File: src/rtl/seg_entry_ctrl.sv
// seg_entry_ctrl: debounced short/long button entry into a digit buffer with a blinking cursor.
// Define SEG_ENTRY_SHIFT_EN for shift-register entry (long press clears, no blink).
module seg_entry_ctrl #(
    parameter int NUM_SEG   = 6,
    parameter int DEB_CYC   = 20,
    parameter int LONG_CYC  = 1000,
    parameter int BLINK_CYC = 500
) (
    input  logic                 clk,
    input  logic                 rst_n,
    input  logic                 btn,
    input  logic [3:0]           sw,
    output logic [4*NUM_SEG-1:0] digits,
    output logic [NUM_SEG-1:0]   blank,
    output logic [2:0]           cursor,
    output logic                 wr_pulse,
    output logic [2:0]           wr_idx
);
    localparam int DW = $clog2(DEB_CYC);
    localparam int HW = $clog2(LONG_CYC);

    typedef enum logic [1:0] {IDLE, PRESS, LONG} state_t;

    state_t          state, state_n;
    logic            btn_m, btn_s, btn_db;
    logic [3:0]      sw_m, sw_s;
    logic [DW-1:0]   deb_cnt;
    logic [HW-1:0]   hold_cnt;
    logic            short_act, long_act;
`ifndef SEG_ENTRY_SHIFT_EN
    localparam int BW = $clog2(BLINK_CYC);
    logic [BW-1:0]   blink_cnt;
    logic            phase;
`endif

    // Release wins over long detection when both land on the same cycle.
    always_comb begin
        state_n   = state;
        short_act = 1'b0;
        long_act  = 1'b0;
        case (state)
            IDLE:    if (!btn_db) state_n = PRESS;
            PRESS:   if (btn_db) begin
                         short_act = 1'b1;
                         state_n   = IDLE;
                     end else if (hold_cnt == HW'(LONG_CYC - 1)) begin
                         long_act = 1'b1;
                         state_n  = LONG;
                     end
            LONG:    if (btn_db) state_n = IDLE;
            default: state_n = IDLE;
        endcase
    end

    always_ff @(posedge clk) begin
        if (!rst_n) begin
            btn_m     <= 1'b1;
            btn_s     <= 1'b1;
            btn_db    <= 1'b1;
            sw_m      <= '0;
            sw_s      <= '0;
            deb_cnt   <= '0;
            hold_cnt  <= '0;
            state     <= IDLE;
            digits    <= '0;
            blank     <= '0;
            cursor    <= '0;
            wr_pulse  <= 1'b0;
            wr_idx    <= '0;
`ifndef SEG_ENTRY_SHIFT_EN
            blink_cnt <= '0;
            phase     <= 1'b0;
`endif
        end else begin
            btn_m    <= btn;
            btn_s    <= btn_m;
            sw_m     <= sw;
            sw_s     <= sw_m;
            deb_cnt  <= (btn_s == btn_db || deb_cnt == DW'(DEB_CYC - 1)) ? '0 : deb_cnt + 1'b1;
            if (btn_s != btn_db && deb_cnt == DW'(DEB_CYC - 1)) btn_db <= btn_s;
            state    <= state_n;
            hold_cnt <= (state == PRESS) ? hold_cnt + 1'b1 : '0;
            wr_pulse <= short_act;
`ifdef SEG_ENTRY_SHIFT_EN
            if (short_act) begin
                digits <= {digits[4*NUM_SEG-5:0], sw_s};
                wr_idx <= '0;
            end
            if (long_act) begin
                digits <= '0;
                cursor <= '0;
            end
            blank <= '0;
`else
            if (short_act) begin
                digits[4*cursor +: 4] <= sw_s;
                wr_idx                <= cursor;
            end
            if (long_act) cursor <= (cursor == 3'(NUM_SEG - 1)) ? 3'd0 : cursor + 3'd1;
            blink_cnt <= (blink_cnt == BW'(BLINK_CYC - 1)) ? '0 : blink_cnt + 1'b1;
            if (blink_cnt == BW'(BLINK_CYC - 1)) phase <= ~phase;
            // Cursor digit stays lit while the button is held.
            blank <= (state == IDLE && phase) ? NUM_SEG'(1) << cursor : '0;
`endif
        end
    end
endmodule

File: config.mk
export PLATFORM = sky130hd
export DESIGN_NAME = seg_entry_ctrl
export DESIGN_NICKNAME = d
export VERILOG_FILES = /design/src/rtl/seg_entry_ctrl.sv
export SDC_FILE = /design/constraint.sdc
export NUM_CORES = 1
export LEC_CHECK = 0
export ABC_AREA = 1
export BUFFER_PORTS_ARGS = -buffer_cell sky130_fd_sc_hd__clkbuf_2
export CAP_MARGIN = 5
export CORE_MARGIN = 3
export CORE_UTILIZATION = 40
export DETAILED_ROUTE_END_ITERATION = 7
export GPL_TIMING_DRIVEN = 1
export PLACE_DENSITY = 0.64
export SYNTH_ARGS = -nofsm -noshare
export SYNTH_HDL_FRONTEND = slang
export SYNTH_SLANG_ARGS = --single-unit
File: constraint.sdc
create_clock -name clk -period 4.2 [get_ports clk]
set_clock_uncertainty 0.15 [all_clocks]
set_input_delay 0.42 -clock clk [delete_from_list [all_inputs] [get_ports clk]]
set_output_delay 0.42 -clock clk [all_outputs]
set_load 0.02 [all_outputs]
* After elaboration in Yosys (flattened, before gate mapping)
Cells that the tools add are included.
** Storage, ports and cells
- Register bits :: 75
- Input bits :: 7
- Output and inout bits :: 37
- Logic and storage cells :: 57
** Operators by class
- Add/subtract/negate cells :: 5
- Equality and inequality tests :: 11
- Shift operators :: 3
- Muxes and demuxes :: 12
- Bitwise operators :: 2
- Reduce and logical (&&, ||, !) cells :: 9
** Operator list (count)
- $neg A5 Y34 :: 1
- $shift A4 B34 Y24 const A :: 1
- $shiftx A4 B34 Y24 :: 1
- $bwmux W24 :: 1
- $add A10 B1 Y10 const B :: 1
- $eq A10 B10 Y1 const B :: 1
- $add A9 B1 Y9 const B :: 1
- $eq A9 B9 Y1 const B :: 1
- $mux W2 :: 4
- $pmux W2 S3 :: 1
- $shl A1 B3 Y6 const A :: 1
- $add A5 B1 Y5 const B :: 1
- $eq A5 B5 Y1 const B :: 1
- $mux W1 :: 5
- $ne A2 B2 Y1 const B :: 2
- $reduce_and A2 Y1 :: 2
- $reduce_or A2 Y1 :: 2
- $add A3 B1 Y3 const B :: 1
- $eq A3 B3 Y1 const B :: 1
- $mux W3 :: 1
- $ne A3 B3 Y1 const B :: 1
- $reduce_and A3 Y1 :: 1
- $eq A2 B1 Y1 const B :: 1
- $eq A2 B2 Y1 const B :: 1
- other kinds (6) :: 8

* Depth between registers and ports, before layout
Gate-level depths: netlist of run 1.
- Depth after elaboration :: 4
- Gate-level depth with buffers :: 13
- Gate-level depth less buffers :: 10

* Worst setup path after synthesis of run 1
Ideal clock, no wire load.
- Kind :: register -> register
- From :: register cursor[0]
- To :: register digits[0]
- Arrival time :: 2.163 ns
- Required time :: 3.934 ns
- Slack :: 1.772 ns
- Cell stages (with the launch flop) :: 13
- Buffers on the path :: 3
- Clock period less this slack :: 2.428 ns
- Cells stage by stage :: dfxtp_1 -> buf_6 -> inv_4 -> buf_2 -> ha_1 -> ha_1 -> buf_4 -> inv_2 -> nand3_1 -> nor2_4 -> nand2_1 -> o21ai_0 -> nor2_1
** On the way
- Word-level cells in the longest chain between the ends :: 3
** RTL lines
- start, declared :: line 15 : output logic [2:0] cursor,
- start signal, assigned :: line 99 : if (long_act) cursor <= (cursor == 3'(NUM_SEG - 1)) ? 3'd0 : cursor + 3'd1;
- $neg A5 Y34 * :: line 96 : digits[4*cursor +: 4] <= sw_s;
- $shiftx A4 B34 Y24 / $shift A4 B34 Y24 (equally long branches) :: line 96
- $bwmux W24 * :: line 96
- end signal, assigned by index :: line 96
- end, declared :: line 13 : output logic [4*NUM_SEG-1:0] digits,
Mark *: on every way between the ends. The rest lies on a longest branch, timed or not.
A chain may end at the register's enable or synchronous reset.

* Worst setup path after layout of run 1
- From :: register cursor[0]
- To :: register digits[10]
The elaborated chain is that of the path after synthesis.

==> flow_metrics.env, run 1 <==
export IMPL_min_path_cells=3
export IMPL_slew_headroom=0.607
export IMPL_grt_ovfl_total=0
export IMPL_reg2reg_from="cursor[0]"
export IMPL_cp_required_ps=4250
export IMPL_drt_total_wl_mm=6.43
export IMPL_synth_warnings=0
export IMPL_setup_tns_final_ps=0
export IMPL_start_util=0.425
export IMPL_drtIter0Drc=158
export IMPL_cts_buffers=9
export IMPL_cp_start_kind="register"
export IMPL_core_region_area_um2=7490
export IMPL_power_internal_uw=1030
export IMPL_antenna_left=0
export IMPL_end_kind="register"
export IMPL_rsz0062_at_grt="false"
export IMPL_crit_type="reg2reg"
export IMPL_power_density_nw_per_um2=353
export IMPL_hold_class="in2reg"
export IMPL_grt_start_max_net_pins=35
export IMPL_multi_input_area_um2=1410
export IMPL_fp_row_count=31
export IMPL_vias_per_cell=4.80
export IMPL_syn_inst=417
export IMPL_rr_worst_depth=8
export IMPL_syn_area_um2=3180
export IMPL_setup_viol=0
export IMPL_p_clk_frac=0.421
export IMPL_vias=2707
export IMPL_finalMaxSlewViolations=0
export IMPL_crit_chain="inv_4 -> ha_1 -> ha_1 -> nand4_1 -> nor2_4 -> nand3_2 -> nand2_1 -> a21oi_1"
export IMPL_status="finished, final reports clean"
export IMPL_worst_path_most_repeated_cell="ha_1"
export IMPL_finalHoldViolations=0
export IMPL_crit_path_start="cursor[0]"
export IMPL_peakVddDrop_mv=0.279
export IMPL_fin_crit_sh=0.614
export IMPL_p_leak_uw=0.00153
export IMPL_reg2reg_to="digits[10]"
export IMPL_ios=44
export IMPL_tightestPinTransition_ps=590
export IMPL_fmax_ghz=0.388
export IMPL_drc=0
export IMPL_utilization=0.489
export IMPL_dieArea_um2=9070
export IMPL_finalCriticalPeriod_ps=2580
export IMPL_cts_setup_buffers=0
export IMPL_wire_per_inst_um=11.4
export IMPL_hold_path_startpoint="sw[2]"
export IMPL_fillers=758
export IMPL_placed_area_um2=3460
export IMPL_ff_latch_area_um2=1500
export IMPL_cts_root_buf="clkbuf_8"
export IMPL_ctsResizeCount=0
export IMPL_hold_buffers=0
export IMPL_nets=476
export IMPL_cts_sinks=75
export IMPL_grt_pass1_vias=2526
export IMPL_hold_end="sw_m[2]"
export IMPL_pwr_share_comb=0.019
export IMPL_cts_buffer_depth=2
export IMPL_cts_tree="done"
export IMPL_synthesis_nets=432
export IMPL_area_growth_pct=14.9
export IMPL_swShare=0.202
export IMPL_switching_power_uw=260
export IMPL_ys_flop_type="dfxtp_1"
export IMPL_reg2reg_slack_ps=1620
export IMPL_synth_edf_count=0
export IMPL_die_x_um=95.2
export IMPL_ys_types=30
export IMPL_layout_drive_gt1_share=0.174
export IMPL_die_y_um=95.2
export IMPL_cp_max_fo=14
export IMPL_stdcell_area_um2=3660
export IMPL_ys_seq_area_frac=0.472
export IMPL_dr_pass1_iters=4
export IMPL_grt_usage=0.157
export IMPL_antenna_found_initial=0
export IMPL_grt_pass1_wl_mm=11.2
export IMPL_cts_htree_levels=3
export IMPL_finalPower_uw=1290
export IMPL_drv_cap=0
export IMPL_critPathMaxStageDelay_ps=610
export IMPL_async_flop_share=0
export IMPL_hpwl_mm=4.82
export IMPL_n_antenna_cell=0
export IMPL_numPortBuffers=43
export IMPL_arrival_ps=2630
export IMPL_clkLatencyLatePin_ps=340
export IMPL_slowest_stage="dfxtp_1"
export IMPL_syn_avg_cell_area_um2=7.64
export IMPL_place_congestion=0.897
export IMPL_synth_seq_cells=75
export IMPL_p_seq_frac=0.560
export IMPL_path_clk_slew_ps=70
layer usage:
layer  up-vias  track usage  routed length (µm)
met5         -            0                   0
met4         0       0.0517                  78
met3         8       0.0545                 468
met2        65        0.231                2730
met1      1200        0.215                3150
li1       1434            -                   -
worst max path at each step:
stage | to | slack (ps) | cells after the start
2_1_floorplan | digits[0] | 1770 | 12
3_3_place_gp | digits[10] | 1720 | 8
3_5_place_dp | digits[10] | 1630 | 8
4_1_cts | digits[10] | 1610 | 8
5_1_grt | digits[14] | 1320 | 9
6_report | digits[10] | 1620 | 8
logic make-up after synthesis:
family / Yosys count / synth area share
XOR/XNOR: 4 / 0.0110
adder cells (fa/ha/maj): 8 / 0.0314
AO/OA/AOI/OAI: 47 / 0.0747
AND/OR/NAND/NOR: 218 / 0.327
flip-flops: 75 / 0.472
buffers and inverters: 65 / 0.0845
registers in the layout, indices dropped and copies added, names as in the netlist, 2 cells and up:
register	cells
hold_cnt	10
state	2
sw_m	4
deb_cnt	5
sw_s	4
blank	6
blink_cnt	9
cursor	3
digits	24
wr_idx	3
cells in the final DEF (no fill, tap or decap):
cell	Yosys	final
clkbuf_2	0	43
o21ai_1	1	1
clkbuf_1	3	2
nand3_1	18	18
nor2_2	3	3
clkinv_1	2	2
inv_2	5	5
bufinv_16	0	1
or2_2	4	4
o211ai_1	1	1
clkinv_2	0	1
clkbuf_8	0	11
dfxtp_1	75	75
nor2_1	72	72
nand3_2	1	1
nand3_4	1	1
nand2_2	2	2
o21ai_0	19	19
nor3_4	2	2
nand4_1	23	23
xor2_1	4	4
nor3b_1	4	4
nand2_1	71	71
nor2_4	5	5
inv_4	1	1
ha_1	8	8
a21oi_1	26	26
nand4_2	1	1
inv_1	47	47
nor3_1	11	11
worst max-delay path, delay by kind of cell, from the launching register on:
kind | cells | cell delay [ps]
compound gates | 1 | 60
fa+ha+maj | 2 | 740
buf+inv | 1 | 170
flops | 1 | 610
simple gates | 4 | 710
power by group through the flow:
stage | registers [µW] | logic, µW | clock network (µW)
2_1_floorplan | 737 | 18.2 | 0
3_3_place_gp | 738 | 23.7 | 0
3_5_place_dp | 739 | 24.6 | 0
4_1_cts | 722 | 24.6 | 563
5_1_grt | 723 | 30.0 | 590
6_report | 722 | 24.3 | 543
layout make-up:
| cell class | count | share of cell area |
|---|---|---|
| inverters | 55 | 0.0571 |
| repair buffers | 43 | 0.0588 |
| clock buffers | 13 | 0.0434 |
| clock inverters | 2 | 0.00958 |
| well taps | 99 | 0.0339 |
| flip-flops and latches | 75 | 0.411 |
| multi-input cells | 277 | 0.387 |
synthesized netlist by cell type, types with 2 or more instances:
| cell | number | area (µm²) |
|---|---|---|
| ha_1 | 8 | 100 |
| nand3_1 | 18 | 90.1 |
| o21ai_0 | 19 | 95.1 |
| nor2_2 | 3 | 18.8 |
| nor3b_1 | 4 | 30.0 |
| buf_6 | 2 | 22.5 |
| buf_2 | 3 | 15.0 |
| nor3_4 | 2 | 32.5 |
| inv_2 | 5 | 18.8 |
| nor2_4 | 5 | 56.3 |
| nor2_1 | 72 | 270 |
| xor2_1 | 4 | 35.0 |
| nand2_1 | 71 | 267 |
| or2_2 | 4 | 25.0 |
| nor3_1 | 11 | 55.1 |
| inv_1 | 47 | 176 |
| nand4_1 | 23 | 144 |
| dfxtp_1 | 75 | 1500 |
| clkbuf_1 | 3 | 11.3 |
| clkinv_1 | 2 | 7.51 |
| nand2_2 | 2 | 12.5 |
| a21oi_1 | 26 | 130 |
per-stage QoR:
step	setup slack, ps	cells	hold slack [ps]
2_1_floorplan	1770	417	240
3_3_place_gp	1720	549	243
3_5_place_dp	1630	549	246
4_1_cts	1610	564	92.6
5_1_grt	1320	564	110
6_report	1620	564	112
Power figures use the tool's default switching activity.
==> run 2: changes to the inputs <==
Clock period 4.2 ns to 2.5 ns, I/O delays scaled along.
==> flow_metrics.env, run 2 (synthesized netlist as in run 1, its figures left out) <==
export IMPL_status="finished, final reports clean"
export IMPL_nets=485
export IMPL_wire_per_inst_um=11.0
export IMPL_finalCriticalPeriod_ps=2110
export IMPL_ctsResizeCount=0
export IMPL_p_leak_uw=0.00155
export IMPL_grt_ovfl_total=0
export IMPL_area_growth_pct=16.9
export IMPL_min_path_cells=4
export IMPL_n_antenna_cell=0
export IMPL_antenna_left=0
export IMPL_drt_total_wl_mm=6.30
export IMPL_hpwl_mm=4.71
export IMPL_end_kind="register"
export IMPL_cts_setup_buffers=0
export IMPL_cts_buffer_depth=2
export IMPL_hold_class="in2reg"
export IMPL_cp_required_ps=2630
export IMPL_vias=2736
export IMPL_utilization=0.497
export IMPL_cts_buffers=9
export IMPL_antenna_found_initial=0
export IMPL_wl_met3_um=384
export IMPL_finalMaxSlewViolations=0
export IMPL_grt_usage=0.153
export IMPL_dr_wl_met2_mm=2.53
export IMPL_setup_tns_final_ps=0
export IMPL_die_x_um=95.2
export IMPL_cts_sinks=75
export IMPL_grt_pass1_vias=2525
export IMPL_grt_start_max_net_pins=34
export IMPL_final_cell_mix="dfxtp_1, nor2_1, nand2_1"
export IMPL_met1Wirelength_mm=3.26
export IMPL_ios=44
export IMPL_final_common_cell="dfxtp_1"
export IMPL_regMostFlops="digits"
export IMPL_vias_per_cell=4.77
export IMPL_cp_max_fo=14
export IMPL_peakVddDrop_mv=0.330
export IMPL_grt_pass1_wl_mm=11.0
export IMPL_tightestPinTransition_ps=531
export IMPL_finalHoldViolations=0
export IMPL_drv_cap=0
export IMPL_drc=0
export IMPL_whs_ps=232
export IMPL_die_y_um=95.2
export IMPL_rr_worst_depth=9
export IMPL_reg2reg_from="cursor[0]"
export IMPL_hold_path_startpoint="rst_n"
export IMPL_arrival_ps=2250
export IMPL_slew_headroom=0.645
export IMPL_dieArea_um2=9070
export IMPL_path_clk_slew_ps=80
export IMPL_drtIter0Drc=153
export IMPL_cts_root_buf="clkbuf_8"
export IMPL_place_congestion=0.847
export IMPL_cts_htree_levels=3
export IMPL_hold_end="sw_m[2]"
export IMPL_cp_start_kind="register"
export IMPL_top_regs="digits x24, hold_cnt x10, blink_cnt x9"
export IMPL_dr_pass1_iters=5
export IMPL_fp_row_count=31
export IMPL_reg2reg_to="digits[14]"
export IMPL_reg2reg_slack_ps=390
export IMPL_fmax_ghz=0.473
export IMPL_core_region_area_um2=7490
export IMPL_clkLatencyLatePin_ps=340
export IMPL_fin_crit_sh=0.845
export IMPL_numPortBuffers=43
export IMPL_crit_type="reg2reg"
export IMPL_rsz0062_at_grt="false"
export IMPL_largest_reg_flops=24
export IMPL_cts_tree="done"
export IMPL_power_density_nw_per_um2=561
export IMPL_setup_viol=0
export IMPL_layout_drive_gt1_share=0.185
export IMPL_start_util=0.425
export IMPL_routed_top_layer="met4"
run 2: cell types whose count changed in the layout (fill, tap and decap cells not counted), sizes merged:
cell         before  now
buf               0    4
inv              53   54
clkinv            3    5
dlygate4sd3       0    5
clkbuf           56   52
clkinvlp          0    3
bufinv            1    0
run 2: area by class of cell:
type | instances | area [µm²]
timing repair buffer | 52 | 295
clock buffer | 9 | 124
fill | 750 | 3760
multi-input combinational | 277 | 1410
sequential | 75 | 1500
inverter | 55 | 209
clock inverter | 7 | 53.8
tap | 99 | 124
run 2: how the worst max path moves through the flow:
stage	endpoint	slack, ps	startpoint	depth (start not counted)
2_1_floorplan	digits[0]	70	cursor[0]	12
3_3_place_gp	digits[6]	430	cursor[0]	7
3_5_place_dp	digits[3]	400	cursor[0]	8
4_1_cts	digits[3]	380	cursor[0]	8
5_1_grt	digits[14]	170	cursor[0]	9
6_report	digits[14]	390	cursor[0]	9
run 2: power breakdown:
group	switching, µW	total [µW]	internal [µW]
clock	464	828	364
sequential	7.17	1210	1210
combinational	27.9	47.8	19.9
total	499	2090	1590
run 2: critical path, cell delays in order, from the launching register on:
cell	delay, ps
dfxtp_1	370
inv_4	100
ha_1	240
ha_1	340
inv_2	90
nor2_2	190
inv_1	130
nor3_1	200
o21ai_0	150
nor2_1	110
run 2: per-layer routing:
metal / up-vias / GRT usage
li1: 1453 / -
met1: 1211 / 0.207
met2: 61 / 0.226
met3: 11 / 0.0426
met4: 0 / 0.0685
met5: - / 0
run 2: per-stage QoR:
| step | cell area (µm²) | setup WS (ps) | std cells | total power, µW |
|---|---|---|---|---|
| after floorplan | 3180 | 71.6 | 417 | 1270 |
| after global placement | 3490 | 427 | 553 | 1280 |
| after detailed placement | 3490 | 400 | 553 | 1280 |
| after CTS | 3720 | 383 | 574 | 2120 |
| after global routing | 3720 | 166 | 574 | 2170 |
| final | 3720 | 387 | 574 | 2090 |
run 2: repair_timing:
action                                  CTS  global route
hold buffers                              5             0
hold endpoints to repair                  5             0
endpoints found under the setup margin    0             0
==> run 3: changes to the inputs <==
Settings changed: ABC_AREA 1 to 0.
Clock period 2.5 ns to 2.16 ns, I/O delays scaled along.
==> flow_metrics.env, run 3 <==
export IMPL_top_regs="digits x24, hold_cnt x10, blink_cnt x9"
export IMPL_synth_warnings=0
export IMPL_nets=399
export IMPL_clkLatencyLatePin_ps=340
export IMPL_routed_top_layer="met4"
export IMPL_drtIter0Drc=101
export IMPL_drv_cap=0
export IMPL_area_growth_pct=22.0
export IMPL_vias=2355
export IMPL_finalHoldViolations=0
export IMPL_fillers=711
export IMPL_finalCriticalPeriod_ps=2040
export IMPL_status="finished, final reports clean"
export IMPL_cts_tree="done"
export IMPL_fp_row_count=31
export IMPL_grt_pass1_vias=2123
export IMPL_cts_sinks=75
export IMPL_dr_pass1_iters=4
export IMPL_min_path_cells=2
export IMPL_core_region_area_um2=7330
export IMPL_cts_root_buf="clkbuf_8"
export IMPL_die_y_um=93.5
export IMPL_cts_setup_buffers=0
export IMPL_yosys_area_top_type_share=0.490
export IMPL_grt_pass1_wl_mm=9.96
export IMPL_crit_type="reg2reg"
export IMPL_cts_htree_levels=3
export IMPL_yosys_top_cells_count="dfxtp_1, nor2_1, nand2_1, and2_1, nand3_1"
export IMPL_setup_tns_final_ps=0
export IMPL_hold_class="in2reg"
export IMPL_numPortBuffers=43
export IMPL_fmax_ghz=0.490
export IMPL_synth_top_area_cell="dfxtp_1"
export IMPL_met1Wirelength_mm=3.07
export IMPL_n_antenna_cell=0
export IMPL_cp_start_kind="register"
export IMPL_peakVddDrop_mv=0.324
export IMPL_vias_per_cell=4.83
export IMPL_setup_viol=0
export IMPL_synth_edf_count=0
export IMPL_syn_area_um2=3070
export IMPL_hpwl_mm=4.26
export IMPL_fin_crit_sh=0.945
export IMPL_synthesis_nets=340
export IMPL_slew_headroom=0.597
export IMPL_dieArea_um2=8750
export IMPL_place_congestion=0.800
export IMPL_ys_flop_type="dfxtp_1"
export IMPL_synthTopCellsByArea="dfxtp_1, mux2i_1, nor2_1"
export IMPL_synth_seq_cells=75
export IMPL_ys_types=46
export IMPL_async_flop_share=0
export IMPL_antenna_found_initial=0
export IMPL_grt_usage=0.145
export IMPL_final_common_cell="dfxtp_1"
export IMPL_largest_reg_flops=24
export IMPL_cts_buffer_depth=2
export IMPL_end_kind="register"
export IMPL_rr_worst_depth=7
export IMPL_rsz0062_at_grt="false"
export IMPL_drc=0
export IMPL_power_density_nw_per_um2=688
export IMPL_tightestPinTransition_ps=598
export IMPL_syn_inst=325
export IMPL_dr_wl_met2_mm=2.56
export IMPL_start_util=0.418
export IMPL_setup_ws_ps=119
export IMPL_ys_seq_area_frac=0.490
export IMPL_yosysMostFrequentCell="dfxtp_1"
export IMPL_grt_ovfl_total=0
export IMPL_wl_met3_um=237
export IMPL_ios=44
export IMPL_p_leak_uw=0.00140
export IMPL_whs_ps=137
export IMPL_preCtsSetupSlack_ps=132
export IMPL_syn_avg_cell_area_um2=9.43
export IMPL_grt_start_max_net_pins=25
export IMPL_path_clk_slew_ps=80
export IMPL_regMostFlops="digits"
export IMPL_finalMaxSlewViolations=0
export IMPL_layout_drive_gt1_share=0.208
export IMPL_wire_per_inst_um=12.2
export IMPL_cts_buffers=9
export IMPL_cp_required_ps=2240
export IMPL_final_cell_mix="dfxtp_1, clkbuf_2, nor2_1"
export IMPL_arrival_ps=2120
export IMPL_cp_max_fo=8
export IMPL_antenna_left=0
export IMPL_drt_total_wl_mm=5.97
export IMPL_die_x_um=93.5
## run 3: cell count changes after synthesis, sizes merged, moves of 6 or more
cell,change
nor2,-45
nand4,-19
a21oi,-20
xnor2,+9
nor4bb,+6
nor3,-9
inv,-44
nor2b,+18
nand2,-50
mux2i,+15
and2,+24
## run 3: cell families (layout without fill, tap and decap cells)
family                     count (synthesis)  count (layout)  synth area share
xor gates and xnor gates                  14              14            0.0400
muxes                                     15              15            0.0490
AOI/OAI and AO/OA                         33              33            0.0641
and+or+nand+nor                          160             160             0.298
buffers and inverters                     20              84            0.0265
DFF                                       75              75             0.490
adders and majority gates                  8               8            0.0327
## run 3: path summary, 6_finish.rpt
kind	to	slack [ps]	from
max	digits[8]	120	cursor[1]
min	btn_db	140	rst_n
max reg2reg	digits[8]	120	cursor[1]
min reg2reg	btn_s	250	btn_m
## run 3: where the power goes
part	internal (µW)	total (µW)	switching (µW)
Combinational	27.6	52.4	24.8
Clock	602	1110	513
Sequential	1390	1410	12.0
Total	2020	2570	550
## run 3: per-stage QoR
stage,power (µW),instance area (µm²),util,instances
finish,2570,3740,0.510,488
global route,2670,3740,0.510,488
CTS,2610,3740,0.510,488
detailed placement,1490,3480,0.474,467
global placement,1480,3480,0.474,467
floorplan,1470,3120,-,325
## run 3: final cells by class
| class | instances | area, µm² | area share |
|---|---|---|---|
| clock buffer | 10 | 149 | 0.0398 |
| inverter | 9 | 36.3 | 0.00971 |
| timing repair buffer | 59 | 348 | 0.0930 |
| sequential | 75 | 1510 | 0.403 |
| multi-input combinational | 230 | 1510 | 0.404 |
| clock inverter | 6 | 62.6 | 0.0167 |
| tap | 99 | 124 | 0.0331 |
## run 3: what timing repair did
item	4_1_cts	5_1_grt
hold buffers	5	0
hold endpoints to repair	5	0
gates resized for setup	0	0
## run 3: layer usage
metal / up-vias / global-route usage
met1: 1068 / 0.198
met5: - / 0
met4: 0 / 0.0806
met2: 45 / 0.211
met3: 8 / 0.0322
li1: 1234 / -
## run 3: critical path: stages, from the launching register on
cell and delay [ps]:
dfxtp_2 330, inv_1 70, ha_4 180, ha_4 300, inv_1 40, or4b_1 660, nand3_1 140, o21ai_1 70
